--- config.mk ---
export PLATFORM = sky130hd
export DESIGN_NAME = ball_motion_ctl
export DESIGN_NICKNAME = d
export VERILOG_FILES = /design/src/rtl/pong_pkg.sv /design/src/rtl/ball_motion_ctl_pad_collide.sv /design/src/rtl/ball_motion_ctl.sv
export SDC_FILE = /design/constraint.sdc
export NUM_CORES = 1
export LEC_CHECK = 0
export CAP_MARGIN = 20
export CORE_MARGIN = 10
export CORE_UTILIZATION = 45
export CTS_CLUSTER_SIZE = 30
export DETAILED_ROUTE_END_ITERATION = 7
export SETUP_SLACK_MARGIN = 0.05
export SLEW_MARGIN = 20
export SYNTH_ARGS = -nofsm -noshare
export SYNTH_HDL_FRONTEND = slang
export SYNTH_HIERARCHICAL = 1
export SYNTH_SLANG_ARGS = --single-unit
--- constraint.sdc ---
create_clock -name clk -period 14.8 [get_ports clk]
set_input_delay 1.48 -clock clk [delete_from_list [all_inputs] [get_ports clk]]
set_output_delay 1.48 -clock clk [all_outputs]
set_load 0.02 [all_outputs]
--- src/rtl/pong_pkg.sv ---
// -----------------------------------------------------------------------------
// pong_pkg
// Shared playfield geometry and game-logic types for the pong datapath.
// The renderer imports the same geometry constants, so the ball position
// produced by ball_motion_ctl and the drawing stage always agree on where
// walls, pads and the ball extent are.
//
// Contents:
//   - geometry: H_ACTIVE, V_ACTIVE, BALL_SIZE, PAD_HEIGHT, PAD_WIDTH,
//     X_PAD_LEFT, X_PAD_RIGHT
//   - motion tuning: SPEED_INIT, SPEED_MAX, SCORE_HOLD
//   - derived limits: X_MAX, Y_MAX, LFACE, X_CENTRE, Y_CENTRE
//   - state_e : ball controller states {IDLE, MOVE, SCORE}
//   - dir_t   : one-bit direction flag with named values per axis
// -----------------------------------------------------------------------------
package pong_pkg;

  // Playfield geometry
  localparam int H_ACTIVE    = 1024;
  localparam int V_ACTIVE    = 768;
  localparam int BALL_SIZE   = 15;   // ball spans x..x+BALL_SIZE inclusive
  localparam int PAD_HEIGHT  = 145;  // pad spans y_pad..y_pad+PAD_HEIGHT
  localparam int PAD_WIDTH   = 15;   // pad spans x_pad..x_pad+PAD_WIDTH
  localparam int X_PAD_LEFT  = 30;
  localparam int X_PAD_RIGHT = 979;

  // Motion tuning
  localparam int SPEED_INIT  = 4;
  localparam int SPEED_MAX   = 12;
  localparam int SCORE_HOLD  = 60;

  // Derived limits for the ball's top-left corner
  localparam int X_MAX    = H_ACTIVE - 1 - BALL_SIZE;   // 1008
  localparam int Y_MAX    = V_ACTIVE - 1 - BALL_SIZE;   // 752
  localparam int LFACE    = X_PAD_LEFT + PAD_WIDTH;     // 45, left pad front face
  localparam int X_CENTRE = X_MAX / 2;                  // 504
  localparam int Y_CENTRE = Y_MAX / 2;                  // 376

  // Controller states
  typedef enum logic [1:0] {
    IDLE  = 2'd0,
    MOVE  = 2'd1,
    SCORE = 2'd2
  } state_e;

  // Direction flag. Horizontal uses DX_*, vertical uses DY_*.
  typedef logic dir_t;
  localparam dir_t DX_LEFT  = 1'b0;
  localparam dir_t DX_RIGHT = 1'b1;
  localparam dir_t DY_DOWN  = 1'b0;
  localparam dir_t DY_UP    = 1'b1;

  // Zero-extend an 11-bit coordinate into the 12-bit compare domain.
  function automatic logic [11:0] ext12(input logic [10:0] v);
    return {1'b0, v};
  endfunction

endpackage

--- src/rtl/ball_motion_ctl_pad_collide.sv ---
// -----------------------------------------------------------------------------
// pad_collide
// Combinational collision test between the ball and one pad for the frame
// step that is about to happen. Instantiated once per side.
//
// Ports:
//   x, y    in  11  current registered ball top-left corner
//   speed   in  4   current per-axis step
//   y_pad   in  10  pad top row
//   side    in  1   DX_LEFT or DX_RIGHT: which pad this instance models
//   hit     out 1   the step would cross the pad face while overlapping it
//   miss    out 1   no hit, and the step would carry the ball past the edge
//
// All compares run in 12 bits with zero-extended inputs, so nothing wraps.
// The left-side "x - speed <= LFACE" test is written as "x <= LFACE + speed"
// to stay in unsigned arithmetic without underflow.
// -----------------------------------------------------------------------------
module pad_collide
  import pong_pkg::*;
(
  input  logic [10:0] x,
  input  logic [10:0] y,
  input  logic [3:0]  speed,
  input  logic [9:0]  y_pad,
  input  dir_t        side,
  output logic        hit,
  output logic        miss
);

  logic [11:0] x12;
  logic [11:0] y12;
  logic [11:0] s12;
  logic [11:0] p12;
  logic [11:0] x_right_edge;
  logic        overlap;

  assign x12          = ext12(x);
  assign y12          = ext12(y);
  assign s12          = {8'd0, speed};
  assign p12          = {2'd0, y_pad};
  assign x_right_edge = x12 + 12'(BALL_SIZE);

  // Vertical overlap uses the pre-update ball row.
  assign overlap = (y12 + 12'(BALL_SIZE) >= p12) &&
                   (y12 <= p12 + 12'(PAD_HEIGHT));

  always_comb begin
    hit  = 1'b0;
    miss = 1'b0;
    if (side == DX_LEFT) begin
      // Ball is still in front of the face and this step reaches it.
      hit  = (x12 > 12'(LFACE)) &&
             (x12 <= 12'(LFACE) + s12) &&
             overlap;
      miss = !hit && (x12 < s12);
    end else begin
      hit  = (x_right_edge < 12'(X_PAD_RIGHT)) &&
             (x_right_edge + s12 >= 12'(X_PAD_RIGHT)) &&
             overlap;
      miss = !hit && (x12 + s12 > 12'(X_MAX));
    end
  end

endmodule

--- src/rtl/ball_motion_ctl.sv ---
// -----------------------------------------------------------------------------
// ball_motion_ctl
// Moves the pong ball once per video frame, bounces it off the top/bottom
// walls and both pads, detects misses, pulses the scoring player's point
// output and holds the ball frozen for SCORE_HOLD frames before re-centring
// it for the next serve.
//
// Ports:
//   clk          in  1   pixel clock
//   rst          in  1   synchronous reset, active-high
//   frame_tick   in  1   one-cycle pulse per frame (start of vblank)
//   serve        in  1   start request, only looked at in IDLE
//   serve_dir    in  1   0 = launch leftward, 1 = rightward
//   y_pad_left   in  10  left pad top row
//   y_pad_right  in  10  right pad top row
//   x_ball       out 11  ball left column (registered)
//   y_ball       out 11  ball top row (registered)
//   ball_active  out 1   high while the ball is in play (MOVE)
//   point_left   out 1   one-cycle pulse: left player scored
//   point_right  out 1   one-cycle pulse: right player scored
//   speed        out 4   current per-axis step size
//   state_dbg    out 2   controller state (IDLE=0, MOVE=1, SCORE=2)
//
// In MOVE both axes are evaluated from the current registered values on a
// frame_tick cycle and committed together, so a pad hit and a wall bounce in
// the same frame are both applied. The ball never leaves 0..X_MAX / 0..Y_MAX.
// -----------------------------------------------------------------------------
module ball_motion_ctl
  import pong_pkg::*;
(
  input  logic        clk,
  input  logic        rst,
  input  logic        frame_tick,
  input  logic        serve,
  input  logic        serve_dir,
  input  logic [9:0]  y_pad_left,
  input  logic [9:0]  y_pad_right,
  output logic [10:0] x_ball,
  output logic [10:0] y_ball,
  output logic        ball_active,
  output logic        point_left,
  output logic        point_right,
  output logic [3:0]  speed,
  output logic [1:0]  state_dbg
);

  localparam logic [1:0] S_IDLE  = IDLE;
  localparam logic [1:0] S_MOVE  = MOVE;
  localparam logic [1:0] S_SCORE = SCORE;

  localparam logic [10:0] X_CENTRE_V   = 11'(X_CENTRE);
  localparam logic [10:0] Y_CENTRE_V   = 11'(Y_CENTRE);
  localparam logic [10:0] X_MAX_V      = 11'(X_MAX);
  localparam logic [10:0] Y_MAX_V      = 11'(Y_MAX);
  localparam logic [10:0] X_BOUNCE_L   = 11'(LFACE + 1);                    // 46
  localparam logic [10:0] X_BOUNCE_R   = 11'(X_PAD_RIGHT - BALL_SIZE - 1);  // 963
  localparam logic [3:0]  SPEED_INIT_V = 4'(SPEED_INIT);
  localparam logic [3:0]  SPEED_MAX_V  = 4'(SPEED_MAX);
  localparam logic [5:0]  HOLD_LAST    = 6'(SCORE_HOLD - 1);

  logic [1:0] state;
  dir_t       dx;
  dir_t       dy;
  logic [5:0] hold_cnt;

  // Collision results for the frame step about to be taken
  logic hit_l;
  logic miss_l;
  logic hit_r;
  logic miss_r;

  // Next-frame candidates, committed only on a MOVE frame_tick
  logic [10:0] x_nxt;
  logic [10:0] y_nxt;
  dir_t        dx_nxt;
  dir_t        dy_nxt;
  logic [3:0]  speed_nxt;
  logic [3:0]  speed_bump;
  logic        score_l;
  logic        score_r;

  assign state_dbg = state;

  pad_collide u_collide_left (
    .x     (x_ball),
    .y     (y_ball),
    .speed (speed),
    .y_pad (y_pad_left),
    .side  (DX_LEFT),
    .hit   (hit_l),
    .miss  (miss_l)
  );

  pad_collide u_collide_right (
    .x     (x_ball),
    .y     (y_ball),
    .speed (speed),
    .y_pad (y_pad_right),
    .side  (DX_RIGHT),
    .hit   (hit_r),
    .miss  (miss_r)
  );

  // Every pad hit speeds the ball up, saturating at SPEED_MAX.
  assign speed_bump = (speed >= SPEED_MAX_V) ? SPEED_MAX_V : speed + 4'd1;

  // Vertical axis: reflect off the top and bottom walls, clamping the row.
  always_comb begin
    y_nxt  = y_ball;
    dy_nxt = dy;
    if (dy == DY_UP) begin
      if (ext12(y_ball) < {8'd0, speed}) begin
        y_nxt  = 11'd0;
        dy_nxt = DY_DOWN;
      end else begin
        y_nxt  = y_ball - {7'd0, speed};
      end
    end else begin
      if (ext12(y_ball) + {8'd0, speed} > ext12(Y_MAX_V)) begin
        y_nxt  = Y_MAX_V;
        dy_nxt = DY_UP;
      end else begin
        y_nxt  = y_ball + {7'd0, speed};
      end
    end
  end

  // Horizontal axis: only the pad the ball is travelling towards matters.
  always_comb begin
    x_nxt     = x_ball;
    dx_nxt    = dx;
    speed_nxt = speed;
    score_l   = 1'b0;
    score_r   = 1'b0;
    if (dx == DX_LEFT) begin
      if (hit_l) begin
        x_nxt     = X_BOUNCE_L;
        dx_nxt    = DX_RIGHT;
        speed_nxt = speed_bump;
      end else if (miss_l) begin
        x_nxt     = 11'd0;
        score_r   = 1'b1;
      end else begin
        x_nxt     = x_ball - {7'd0, speed};
      end
    end else begin
      if (hit_r) begin
        x_nxt     = X_BOUNCE_R;
        dx_nxt    = DX_LEFT;
        speed_nxt = speed_bump;
      end else if (miss_r) begin
        x_nxt     = X_MAX_V;
        score_l   = 1'b1;
      end else begin
        x_nxt     = x_ball + {7'd0, speed};
      end
    end
  end

  always_ff @(posedge clk) begin
    if (rst) begin
      state       <= S_IDLE;
      x_ball      <= X_CENTRE_V;
      y_ball      <= Y_CENTRE_V;
      dx          <= DX_LEFT;
      dy          <= DY_DOWN;
      speed       <= SPEED_INIT_V;
      ball_active <= 1'b0;
      point_left  <= 1'b0;
      point_right <= 1'b0;
      hold_cnt    <= 6'd0;
    end else begin
      // Point outputs are single-cycle strobes.
      point_left  <= 1'b0;
      point_right <= 1'b0;
      case (state)
        S_IDLE: begin
          // A coincident frame_tick only launches; the first step waits
          // for the next frame.
          if (serve) begin
            state       <= S_MOVE;
            dx          <= serve_dir;
            dy          <= DY_DOWN;
            speed       <= SPEED_INIT_V;
            ball_active <= 1'b1;
          end
        end
        S_MOVE: begin
          if (frame_tick) begin
            x_ball <= x_nxt;
            y_ball <= y_nxt;
            dx     <= dx_nxt;
            dy     <= dy_nxt;
            speed  <= speed_nxt;
            if (score_l || score_r) begin
              state       <= S_SCORE;
              ball_active <= 1'b0;
              hold_cnt    <= 6'd0;
              point_left  <= score_l;
              point_right <= score_r;
            end
          end
        end
        S_SCORE: begin
          // Ball frozen where it left the field; serve is ignored here.
          if (frame_tick) begin
            if (hold_cnt == HOLD_LAST) begin
              state    <= S_IDLE;
              hold_cnt <= 6'd0;
              x_ball   <= X_CENTRE_V;
              y_ball   <= Y_CENTRE_V;
              dy       <= DY_DOWN;
              speed    <= SPEED_INIT_V;
            end else begin
              hold_cnt <= hold_cnt + 6'd1;
            end
          end
        end
        default: begin
          state       <= S_IDLE;
          ball_active <= 1'b0;
        end
      endcase
    end
  end

endmodule
* After elaboration in Yosys (flattened, before gate mapping)
Cells that the tools add are included.
** Storage, ports and cells
- Flip-flop bits (word level) :: 39
- Input port bits :: 25
- Output and inout bits :: 31
- Logic and storage cells :: 134
** Cells by class
- Add/subtract/negate cells :: 14
- Order comparisons :: 13
- Equal/unequal tests :: 10
- Mux-type cells :: 60
- Bitwise gates (word level) :: 4
- Reduce and logical (&&, ||, !) cells :: 23
** Operators by type and width (count)
- 11-bit 2-to-1 mux :: 14
- 11-bit one-hot mux with 2 select lines :: 2
- 11-bit by 12-bit less-or-equal comparator with 1-bit output :: 3
- 4-bit 2-to-1 mux :: 8
- 11-bit by 4-bit adder with 12-bit output :: 2
- 11-bit by 4-bit adder with 12-bit output, second input constant :: 2
- 12-bit by 10-bit greater-or-equal comparator with 1-bit output :: 2
- 12-bit by 10-bit greater-than comparator with 1-bit output, second input constant :: 2
- 6-bit 2-to-1 mux :: 4
- 10-bit by 8-bit adder with 11-bit output, second input constant :: 2
- 11-bit by 4-bit adder with 11-bit output :: 2
- 11-bit by 4-bit < comparator with 1-bit output :: 2
- 11-bit by 4-bit subtractor with 11-bit output :: 2
- 1-bit 2-to-1 mux :: 21
- 12-bit by 4-bit adder with 12-bit output :: 1
- 12-bit by 10-bit greater-or-equal comparator with 1-bit output, second input constant :: 1
- 12-bit by 10-bit < comparator with 1-bit output, second input constant :: 1
- 4-bit one-hot mux with 3 select lines :: 1
- 6-bit one-hot mux with 2 select lines :: 1
- 4-bit AND reduction :: 3
- 11-bit by 6-bit greater-than comparator with 1-bit output, second input constant :: 1
- 2-bit 2-to-1 mux :: 5
- 2-bit inequality test, second input constant :: 5
- 5-bit AND reduction :: 2
- other kinds (21) :: 35

* Longest topological paths before layout
- Word-level depth :: 14
- Mapped depth :: 21
- Gate-level depth less buffers :: 20

* Modules after synthesis
The synthesis kept the hierarchy.
** By module, submodules not included
- ball_motion_ctl :: times used 1, cells each 438, area an instance 3256.9 um2, seq. area each 780.7 um2
- pad_collide at u_collide_right :: times used 1, cells each 277, area an instance 2044.5 um2, seq. area each 0.0 um2
- pad_collide at u_collide_left :: times used 1, cells each 264, area an instance 1986.9 um2, seq. area each 0.0 um2

* Worst setup path after synthesis
No wires, ideal clock.
- Path kind :: input to register
- Start :: input port y_pad_right[0]
- End :: register hold_cnt[5]
- Setup time :: 0.071 ns
- Arrival time :: 5.098 ns
- Required time :: 14.729 ns
- Setup slack :: 9.631 ns
- Cell stages on the path :: 18
- Buffers on the path :: 1
- Cells stage by stage :: ha_1 > and3_1 > o21ai_0 > o21a_1 > or3_1 > ha_1 > nand4_1 > o31a_1 > o211ai_1 > nor4b_2 > a21o_1 > nor2b_1 > buf_2 > a221o_1 > o211ai_1 > or2_2 > or4_1 > a21oi_1
** On the way
- Cells in the longest elaborated chain, start to end :: 12
- Elaborated cells on any way between the ends :: 13
- Those cells by class :: 1 x add/sub; 2 x order compare; 1 x eq/ne; 3 x mux; 6 x reduce/logical
** RTL lines
- start: declaration :: line ball_motion_ctl.sv:37 : input logic [9:0] y_pad_right,
- 10-bit by 8-bit adder with 11-bit output :: line ball_motion_ctl_pad_collide.sv:45 : (y12 <= p12 + 12'(PAD_HEIGHT));
- 11-bit by 12-bit less-or-equal comparator with 1-bit output :: line ball_motion_ctl_pad_collide.sv:45
- 1-bit logical AND * :: line ball_motion_ctl_pad_collide.sv:44 : assign overlap = (y12 + 12'(BALL_SIZE) >= p12) &&
- 1-bit logical AND * :: line ball_motion_ctl_pad_collide.sv:58 : (x_right_edge + s12 >= 12'(X_PAD_RIGHT)) &&
- named net hit_r :: line ball_motion_ctl.sv:69 : logic hit_r;
- 1-bit logical NOT :: line ball_motion_ctl_pad_collide.sv:60 : miss = !hit && (x12 + s12 > 12'(X_MAX));
- 1-bit logical AND :: line ball_motion_ctl_pad_collide.sv:60
- 1-bit 2-to-1 mux :: line ball_motion_ctl.sv:151 : end else if (miss_r) begin
- 1-bit 2-to-1 mux * :: line ball_motion_ctl.sv:147 : if (hit_r) begin
- 1-bit 2-to-1 mux * :: line ball_motion_ctl.sv:135 : if (dx == DX_LEFT) begin
- 1-bit logical OR * :: line ball_motion_ctl.sv:195 : if (score_l || score_r) begin
- 2-bit inequality test (no line) *
- 4-bit AND reduction (no line) *
- end signal: assignment :: line ball_motion_ctl.sv:215 : hold_cnt <= hold_cnt + 6'd1;
- end: declaration :: line ball_motion_ctl.sv:64 : logic [5:0] hold_cnt;
The timed path passes the listed nets; every way through them passes the cells marked *.
A chain may end at the register's enable or synchronous reset.

* Worst setup path after layout
- Start :: input port y_pad_left[0]
- End :: register hold_cnt[5]
** On the way
- Cells in the longest elaborated chain, start to end :: 12
- Elaborated cells on any way between the ends :: 13
- Those cells by class :: 1 x add/sub; 2 x order compare; 1 x eq/ne; 3 x mux; 6 x reduce/logical
** RTL lines
- start: declaration :: line ball_motion_ctl.sv:36 : input logic [9:0] y_pad_left,
- 10-bit by 8-bit adder with 11-bit output :: line ball_motion_ctl_pad_collide.sv:45
- 11-bit by 12-bit less-or-equal comparator with 1-bit output :: line ball_motion_ctl_pad_collide.sv:45
- 1-bit logical AND * :: line ball_motion_ctl_pad_collide.sv:44
- 1-bit logical AND * :: line ball_motion_ctl_pad_collide.sv:53 : (x12 <= 12'(LFACE) + s12) &&
- named net hit_l :: line ball_motion_ctl.sv:67 : logic hit_l;
- 1-bit logical NOT :: line ball_motion_ctl_pad_collide.sv:55 : miss = !hit && (x12 < s12);
- 1-bit logical AND :: line ball_motion_ctl_pad_collide.sv:55
- 1-bit 2-to-1 mux :: line ball_motion_ctl.sv:140 : end else if (miss_l) begin
- 1-bit 2-to-1 mux * :: line ball_motion_ctl.sv:136 : if (hit_l) begin
- 1-bit 2-to-1 mux * :: line ball_motion_ctl.sv:135
- 1-bit logical OR * :: line ball_motion_ctl.sv:195
- 2-bit inequality test (no line) *
- 4-bit AND reduction (no line) *
Marked as above.

==> flow_metrics.tcl <==
set metrics [dict create \
    cp_common_cell "or2_2" \
    synth-compound-area-share_pct 26.7 \
    wl_mm 22.4 \
    syn_area_mm2 0.00729 \
    power_density_mw_per_mm2 47.1 \
    ys_seq_elements 39 \
    synth_fa_ha_area_share_pct 20.1 \
    p_total_mw 0.386 \
    worst_setup_path_end_kind "flop" \
    track_usage_pct 20.0 \
    path_buf_inv 2 \
    start_util_pct 45.9 \
    arrival_ns 6.51 \
    synth_top_family_by_area "simple AND/OR/NAND/NOR gates" \
    critPathLaunchType "input pin" \
    first_global_vias 7209 \
    synth_area_per_cell_um2 7.44 \
    ios 56 \
    antenna_left 0 \
    viasPerCell 5.98 \
    finalClockSkew_ns 0.00657 \
    ctsHoldBuffers 0 \
    ys_async_sr_fraction_pct 0 \
    drive_gt1_share_pct 6.31 \
    worstSetupPathType "input pin to flop" \
    relSlewSlack_pct 28.8 \
    fp.coreArea_mm2 0.0159 \
    cts_buffers 5 \
    placementRows 46 \
    peakVddDrop_mv 0.0435 \
    p_switching_mw 0.147 \
    p_seq_share_pct 29.5 \
    cts_setup_buffers 0 \
    cts_tree "done" \
    drtIter0Drc 557 \
    synthSimpleGateAreaFrac_pct 27.2 \
    ctsResizeCount 0 \
    max_stage_delay_ns 0.55 \
    io_buffers 55 \
    required_ns 15.02 \
    antenna_found_initial 0 \
    comb_power_share_pct 42.3 \
    max_freq_mhz 159 \
    h-tree-depth 2 \
    die_area_mm2 0.0217 \
    tns_ns 0 \
    clock_latency_ns 0.29 \
    num_vias 7455 \
    syn_to_final_growth_pct 12.6 \
    status "finished, final reports clean" \
    fin_nets 1166 \
    hpwl_mm 16.6 \
    clk_pin_slew_ns 0.06 \
    synth_edf_count 0 \
    worst_slew_pin_slew_ns 1.06 \
    critPathTopFamily "compound AO/OA/AOI/OAI gates" \
    rsz0062_at_grt "false" \
    hold_viol 0 \
    cts_max_path_buffers 2 \
    yosys.cell_types.count 96 \
    slew_violations 0 \
    cts_root_buf "clkbuf_16" \
    hold_class "flop to flop" \
    clock-sinks 39 \
    yosys_warnings 6 \
    dieWidth_um 147 \
    die-height_um 147 \
    diodes 0 \
    synthCells 979 \
    synthMuxAreaShare_pct 1.15 \
    wl_per_cell_um 17.9 \
    post-route-util_pct 51.7 \
    period_minus_slack_ns 6.29 \
    leakagePower_nw 3.25 \
    synth-xor-area-share_pct 7.33 \
    grt_remaining_overflow 0 \
    path_max_fanout 7 \
    drc_errors 0 \
    ys.flop_type "dfxtp_1" \
    intPower_mw 0.239 \
    grt_pass1_wl_mm 37.0 \
    ys_seq_area_share_pct 10.7 \
    switching_share_pct 38.1 \
    first_pass_iters 6 \
    routabilityCongestion 0.904 \
    slowest_stage "o41ai_1" \
    period_share_pct 42.5 \
    drv_cap 0 \
    grt_max_degree 44 \
    crit_chain "clkdlybuf4s50_1 -> inv_1 -> o41ai_1 -> and3_1 -> o21ai_0 -> xnor2_1 -> ha_1 -> nand3_1 -> or2_2 -> a31oi_1 -> nor4_1 -> o22ai_1 -> o2bb2ai_1 -> nor2_1 -> a221o_1 -> o211ai_1 -> or2_2 -> or4_1 -> a21oi_1" \
    setup_viol 0 \
    clkPwrFrac_pct 28.3 \
]
==> final cells by class <==
| cell class | instances | area, µm² |
|---|---|---|
| inverter | 80 | 300 |
| timing repair buffer | 72 | 678 |
| clock inverter | 2 | 12.5 |
| fill | 1649 | 7680 |
| multi-input combinational | 831 | 6040 |
| sequential | 39 | 781 |
| clock buffer | 6 | 129 |
| tap | 216 | 270 |
==> worst paths after layout <==
kind | from | endpoint | slack [ns] | cells past startpoint
max | y_pad_left[0] | hold_cnt[5] | 8.51 | 19
min | hold_cnt[1] | hold_cnt[1] | 0.48 | 2
max reg2reg | x_ball[0] | hold_cnt[5] | 9.27 | 18
min reg2reg | hold_cnt[1] | hold_cnt[1] | 0.48 | 2
==> state kept, by name (all words and copies together), names as in the netlist <==
signal and count:
x_ball 11, point_right 1, speed 4, ball_active 1
dy 1, point_left 1, y_ball 11, state_dbg 2
hold_cnt 6, dx 1
==> worst register-to-register path: cells and delay by family (launching register included) <==
| kind | cells | cell delay [ns] |
|---|---|---|
| buffers and inverters | 2 | 0.41 |
| AO/OA/AOI/OAI | 8 | 1.99 |
| AND/OR/NAND/NOR | 5 | 1.92 |
| adder cells (fa/ha/maj) | 2 | 0.64 |
| XOR/XNOR | 1 | 0.18 |
| flip-flops | 1 | 0.31 |
==> cell usage after synthesis, types with 6 or more instances <==
| cell | n | area share [%] |
|---|---|---|
| nand3_1 | 46 | 3.2 |
| and3_1 | 9 | 0.77 |
| a21oi_1 | 67 | 4.6 |
| nor4_1 | 10 | 0.86 |
| a211oi_1 | 12 | 1.2 |
| o22ai_1 | 7 | 0.60 |
| o21bai_1 | 6 | 0.62 |
| nand2_1 | 59 | 3.0 |
| dfxtp_1 | 39 | 11 |
| o2111ai_1 | 10 | 1.2 |
| a31oi_1 | 14 | 1.2 |
| xor2_1 | 19 | 2.3 |
| fa_1 | 8 | 2.2 |
| nor3b_1 | 7 | 0.72 |
| xnor2_1 | 42 | 5.0 |
| or2_2 | 8 | 0.69 |
| or4_1 | 6 | 0.62 |
| nand4_1 | 17 | 1.5 |
| nor2_1 | 71 | 3.7 |
| nand2b_1 | 16 | 1.4 |
| nor4b_1 | 6 | 0.72 |
| inv_1 | 80 | 4.1 |
| o31ai_1 | 13 | 1.3 |
| nor3_1 | 37 | 2.5 |
| o211ai_1 | 10 | 1.0 |
| o21ai_0 | 67 | 4.6 |
| or3_1 | 9 | 0.77 |
| clkbuf_1 | 21 | 1.1 |
| nor2b_1 | 22 | 1.9 |
| ha_1 | 104 | 18 |
| o21a_1 | 14 | 1.4 |
==> placed cells by master (no fill, tap or decap), types with 19 or more instances in the layout <==
master / count
a21oi_1: 67
clkdlybuf4s50_1: 55
dfxtp_1: 39
ha_1: 104
inv_1: 80
nand2_1: 59
nand3_1: 46
nor2_1: 71
nor2b_1: 22
nor3_1: 37
o21ai_0: 67
xnor2_1: 42
xor2_1: 19
==> power groups by stage <==
stage               clock [mW]  combinational (mW)  sequential (mW)
floorplan                    0               0.116            0.119
global placement             0               0.161            0.116
detailed placement           0               0.161            0.116
CTS                      0.110               0.162            0.114
global route             0.115               0.182            0.114
finish                   0.109               0.163            0.114
==> routing by layer <==
metal  global-route usage [%]  vias up  routed length (µm)
li1                         -     3714                   -
met2                     33.3      233                9990
met1                     27.1     3477               10700
met5                        0        -                   0
met4                     3.82        0                 345
met3                     2.64       31                1300
==> metrics by stage <==
stage	area [µm²]	std cells	hold WS (ns)	setup WS (ns)
3_5_place_dp	8070	1238	0.478	8.27
4_1_cts	8210	1246	0.485	8.55
5_1_grt	8210	1246	0.524	8.17
6_report	8210	1246	0.478	8.51
3_3_place_gp	8070	1238	0.467	8.42
2_1_floorplan	7310	985	0.449	9.63
==> cell families (layout without fill, tap and decap cells) <==
group,after synthesis,count (layout)
AOI/OAI and AO/OA,287,287
and+or+nand+nor,355,355
buffers and inverters,115,160
other,2,8
DFF,39,39
xor gates and xnor gates,61,61
muxes,8,8
adders and majority gates,112,112
(Power assumes the default switching activity.)
